**config.mk**
```make
export PLATFORM = sky130hd
export DESIGN_NAME = uart_tx_frame
export DESIGN_NICKNAME = d
export VERILOG_FILES = /design/src/rtl/uart_tx_frame.sv
export SDC_FILE = /design/constraint.sdc
export NUM_CORES = 1
export LEC_CHECK = 0
export BUFFER_PORTS_ARGS = -buffer_cell sky130_fd_sc_hd__buf_2
export CAP_MARGIN = 30
export CORE_UTILIZATION = 43
export DETAILED_ROUTE_END_ITERATION = 6
export SYNTH_ARGS = -nofsm -noshare
export SYNTH_HDL_FRONTEND = slang
export SYNTH_SLANG_ARGS = --single-unit
```
**constraint.sdc**
```tcl
create_clock -name clkdv -period 1.6 [get_ports clkdv]
set_clock_uncertainty 0.1 [all_clocks]
set_input_delay 0.24 -clock clkdv [delete_from_list [all_inputs] [get_ports clkdv]]
set_output_delay 0.24 -clock clkdv [all_outputs]
set_load 0.02 [all_outputs]
```
**src/rtl/uart_tx_frame.sv**
```systemverilog
// 8E1 (or 8N1) serial transmitter with a registered TxD.
// One byte is accepted per frame; writes made while busy or disabled are dropped.
module uart_tx_frame #(
   parameter int BIT_CYCLES = 16,
   parameter bit PARITY_EN  = 1'b1
) (
   input  logic       clkdv,
   input  logic       reset,
   input  logic       Tx_EN,
   input  logic       Tx_WR,
   input  logic [7:0] Tx_DATA,
   output logic       TxD,
   output logic       Tx_BUSY,
   output logic       Tx_DONE
);

   localparam int CW = $clog2(BIT_CYCLES);
   localparam logic [CW-1:0] LAST = CW'(BIT_CYCLES - 1);

   typedef enum logic [2:0] {
      IDLE,
      START,
      DATA,
      PARITY,
      STOP
   } state_t;

   state_t        state, state_d;
   logic [7:0]    shreg, shreg_d;
   logic          par, par_d;
   logic [2:0]    bit_cnt, bit_d;
   logic [CW-1:0] cyc, cyc_d;
   logic          txd_d, busy_d, done_d;
   logic          last;

   assign last = (cyc == LAST);

   always_comb begin
      state_d = state;
      shreg_d = shreg;
      par_d   = par;
      bit_d   = bit_cnt;
      cyc_d   = cyc;
      done_d  = 1'b0;
      unique case (state)
         IDLE: begin
            if (Tx_WR && Tx_EN) begin
               state_d = START;
               shreg_d = Tx_DATA;
               par_d   = ^Tx_DATA;
               bit_d   = '0;
               cyc_d   = '0;
            end
         end
         START: begin
            cyc_d = last ? '0 : cyc + CW'(1);
            if (last) state_d = DATA;
         end
         DATA: begin
            cyc_d = last ? '0 : cyc + CW'(1);
            if (last) begin
               shreg_d = shreg >> 1;
               bit_d   = bit_cnt + 3'd1;
               if (bit_cnt == 3'd7)
                  state_d = PARITY_EN ? PARITY : STOP;
            end
         end
         PARITY: begin
            cyc_d = last ? '0 : cyc + CW'(1);
            if (last) state_d = STOP;
         end
         STOP: begin
            cyc_d = last ? '0 : cyc + CW'(1);
            if (last) begin
               state_d = IDLE;
               done_d  = 1'b1;
            end
         end
         default: state_d = IDLE;
      endcase
   end

   // TxD is derived from the next state so the pin changes on the same edge as the state
   always_comb begin
      txd_d = 1'b1;
      unique case (state_d)
         START:   txd_d = 1'b0;
         DATA:    txd_d = shreg_d[0];
         PARITY:  txd_d = par_d;
         default: txd_d = 1'b1;
      endcase
   end

   assign busy_d = (state_d != IDLE);

   always_ff @(posedge clkdv or posedge reset) begin
      if (reset) begin
         state   <= IDLE;
         shreg   <= '0;
         par     <= 1'b0;
         bit_cnt <= '0;
         cyc     <= '0;
         TxD     <= 1'b1;
         Tx_BUSY <= 1'b0;
         Tx_DONE <= 1'b0;
      end else begin
         state   <= state_d;
         shreg   <= shreg_d;
         par     <= par_d;
         bit_cnt <= bit_d;
         cyc     <= cyc_d;
         TxD     <= txd_d;
         Tx_BUSY <= busy_d;
         Tx_DONE <= done_d;
      end
   end

endmodule

```
==> flow_summary.json <==
{
  "fill_cells": 214,
  "antenna_found_initial": 0,
  "rsz0062_at_grt": "yes",
  "vias_per_cell": 5.59,
  "finalHoldViolCount": 0,
  "yosysTopAreaCellShare": 0.454,
  "setup_viol_count_final": 3,
  "worstHoldStart": "Tx_DATA[7]",
  "syn_avg_cell_area_sq_um": 9.73,
  "min_to": "shreg[7]",
  "hold_depth": 2,
  "dpl_worst_slack_ns": -0.0824,
  "cap_violations": 0,
  "syn_to_final_growth_pct": 30.5,
  "min_period_ns": 1.67,
  "rows": 18,
  "nNetsFinal": 166,
  "io_pins": 15,
  "path_delay_family": "simple AND/OR/NAND/NOR gates",
  "syn_nets": 134,
  "tightest_slew_ns": 0.340,
  "max_clock_freq_ghz": 0.600,
  "use_met1": 0.243,
  "initial_core_util": 0.463,
  "drtIter0Drc": 15,
  "layout_common_cells": "nand2_1, dfrtp_1, buf_4",
  "wl_per_cell_um": 14.2,
  "ant_nets": 0,
  "grt-ovfl-total": 0,
  "gp_congestion": 0.852,
  "cp_slowest_cell": "dfrtp_1",
  "hold_path.class": "in -> reg",
  "die-width_um": 53.9,
  "cp-start-kind": "register",
  "seq_area_frac_synth": 0.477,
  "synthTopCellsByArea": "dfrtp_1, nand2_1, xnor2_1",
  "grt_pass1_wl_um": 3870,
  "crit_type": "reg -> reg",
  "clockRootBuffer": "clkbuf_4",
  "syn-cell-area_sq_mm": 0.00116,
  "finalCritPeriodShare": 1.04,
  "synth_seq_cells": 22,
  "drive_above_1_share": 0.373,
  "cp-startpoint": "cyc[0]",
  "crit_chain": "ha_2 -> and4_1 -> mux2i_1 -> buf_4 -> or3_1",
  "clk_pin_slew_ns": 0.12,
  "clock_latency_ns": 0.31,
  "ys_types": 34,
  "status": "finished with violations",
  "reg2reg_slack_ns": -0.07,
  "worstPathMaxFanout": 3,
  "final_cell_count_no_fill": 180,
  "tns_ns": -0.156,
  "cts_tree": "built",
  "required_ns": 1.70,
  "post-place-cells": 171,
  "drv_slew": 0,
  "grt-busiest-layer": "met2",
  "h-tree-depth": 1,
  "dieArea_sq_mm": 0.00290,
  "cpPeakStageDelay_ns": 0.41,
  "leakagePower_nw": 0.689,
  "n_antenna_cell": 0,
  "die_h_um": 53.9,
  "rr_endpoint": "Tx_BUSY",
  "regArea_sq_um": 552,
  "drt_first_pass_iters": 4,
  "route.vias.total": 1006,
  "power_per_cell_area_mw_per_mm2": 1690,
  "grt_usage": 0.192,
  "wl_um": 2560,
  "grt_use_met3": 0.0367,
  "grt_max_degree": 23,
  "core-area_sq_mm": 0.00250,
  "relSlewSlack": 0.773,
  "endpoint_kind": "register",
  "final_common_cell": "nand2_1",
  "violations": "negative setup slack",
  "dpl.hpwl_um": 1840,
  "cp_num_cells": 5,
  "clockBufferDepth": 2,
  "ir_drop_mv": 0.970,
  "grt_pass1_vias": 860,
  "io_buffers": 14,
  "ff2ff_path_depth": 5,
  "yosys.area.top_type": "dfrtp_1",
  "fin_ws_ns": -0.0655,
  "route.detailed.drc": 0,
  "cts_buffers": 3,
  "worst-path-buf-inv": 1,
  "met2_usage": 0.323,
  "multi_input_comb_area_sq_um": 634,
  "yosys_warnings": 0,
  "arrival_ns": 1.77,
  "reg2reg_from": "cyc[0]",
  "synth_cells": 119,
  "cts_sinks": 22
}
## worst max-delay path by stage
stage,to,slack [ns]
2_1_floorplan,Tx_BUSY,-0.02
3_3_place_gp,Tx_BUSY,-0.04
3_5_place_dp,Tx_BUSY,-0.08
4_1_cts,Tx_BUSY,-0.08
5_1_grt,TxD,-0.15
6_report,Tx_BUSY,-0.07
## metal layers
metal | part of all wire | up-vias
li1 | - | 489
met1 | 0.44 | 496
met2 | 0.51 | 17
met3 | 0.034 | 4
met4 | 0.013 | 0
met5 | 0 | -
## synthesized netlist by cell type
| cell | count |
|---|---|
| nand2_1 | 22 |
| dfrtp_1 | 21 |
| xnor2_1 | 8 |
| a21oi_1 | 7 |
| a22oi_1 | 7 |
| and3_1 | 5 |
| buf_2 | 5 |
| nor3_1 | 4 |
| a211oi_1 | 3 |
| ha_1 | 3 |
| nor2_1 | 3 |
| a221oi_1 | 2 |
| and2_1 | 2 |
| clkbuf_1 | 2 |
| inv_1 | 2 |
| o21ai_1 | 2 |
| o22ai_1 | 2 |
| or2_1 | 2 |
| or3_1 | 2 |
| a22o_1 | 1 |
| a311oi_1 | 1 |
| a311oi_2 | 1 |
| a31oi_1 | 1 |
| and3b_1 | 1 |
| and4_1 | 1 |
| dfstp_2 | 1 |
| mux2_2 | 1 |
| mux2i_1 | 1 |
| nand2b_1 | 1 |
| nor3b_1 | 1 |
| nor3b_2 | 1 |
| nor4b_1 | 1 |
| o21ai_0 | 1 |
| or4_1 | 1 |
## power breakdown
group	switching [mW]	internal, mW
Sequential	0.138	0.791
Clock	0.170	0.253
Combinational	0.584	0.610
## cells by family (layout without fill, tap and decap cells)
| family | after synthesis | after routing | share of synthesized area |
|---|---|---|---|
| buf+inv | 9 | 40 | 0.0346 |
| mux | 2 | 2 | 0.0184 |
| xor+xnor | 8 | 8 | 0.0605 |
| flops | 22 | 22 | 0.477 |
| fa+ha+maj | 3 | 3 | 0.0324 |
| simple gates | 47 | 47 | 0.210 |
| compound gates | 28 | 28 | 0.168 |
## layout make-up
class                   count  share of cell area
clock buffers               3              0.0149
flip-flops and latches     22               0.365
clock inverters             1              0.0199
well taps                  30              0.0249
inverters                   2             0.00497
multi-input cells          88               0.420
repair buffers             34               0.150
## registers in the layout (all words and copies together), names as in the netlist
name and count:
par 1, Tx_DONE 1, state 3, cyc 4, shreg 8, TxD 1
bit_cnt 3, Tx_BUSY 1
## timing repair
item                                    CTS  global route
hold buffers                              1             0
buffers inserted                          2             2
hold endpoints to repair                 21             0
pin swaps                                 4             5
endpoints found under the setup margin    3            12
resized for setup                         2            12
## metrics by stage
| step | cell area, sq um | hold WS [ns] | power, mW | util |
|---|---|---|---|---|
| finish | 1510 | 0.0780 | 2.55 | 0.604 |
| global route | 1510 | 0.0649 | 2.72 | 0.604 |
| CTS | 1450 | 0.0659 | 2.44 | 0.578 |
| detailed placement | 1360 | 0.190 | 1.97 | 0.545 |
| global placement | 1360 | 0.187 | 1.93 | 0.545 |
| floorplan | 1180 | 0.128 | 1.59 | - |
Power figures use the tool's default switching activity.
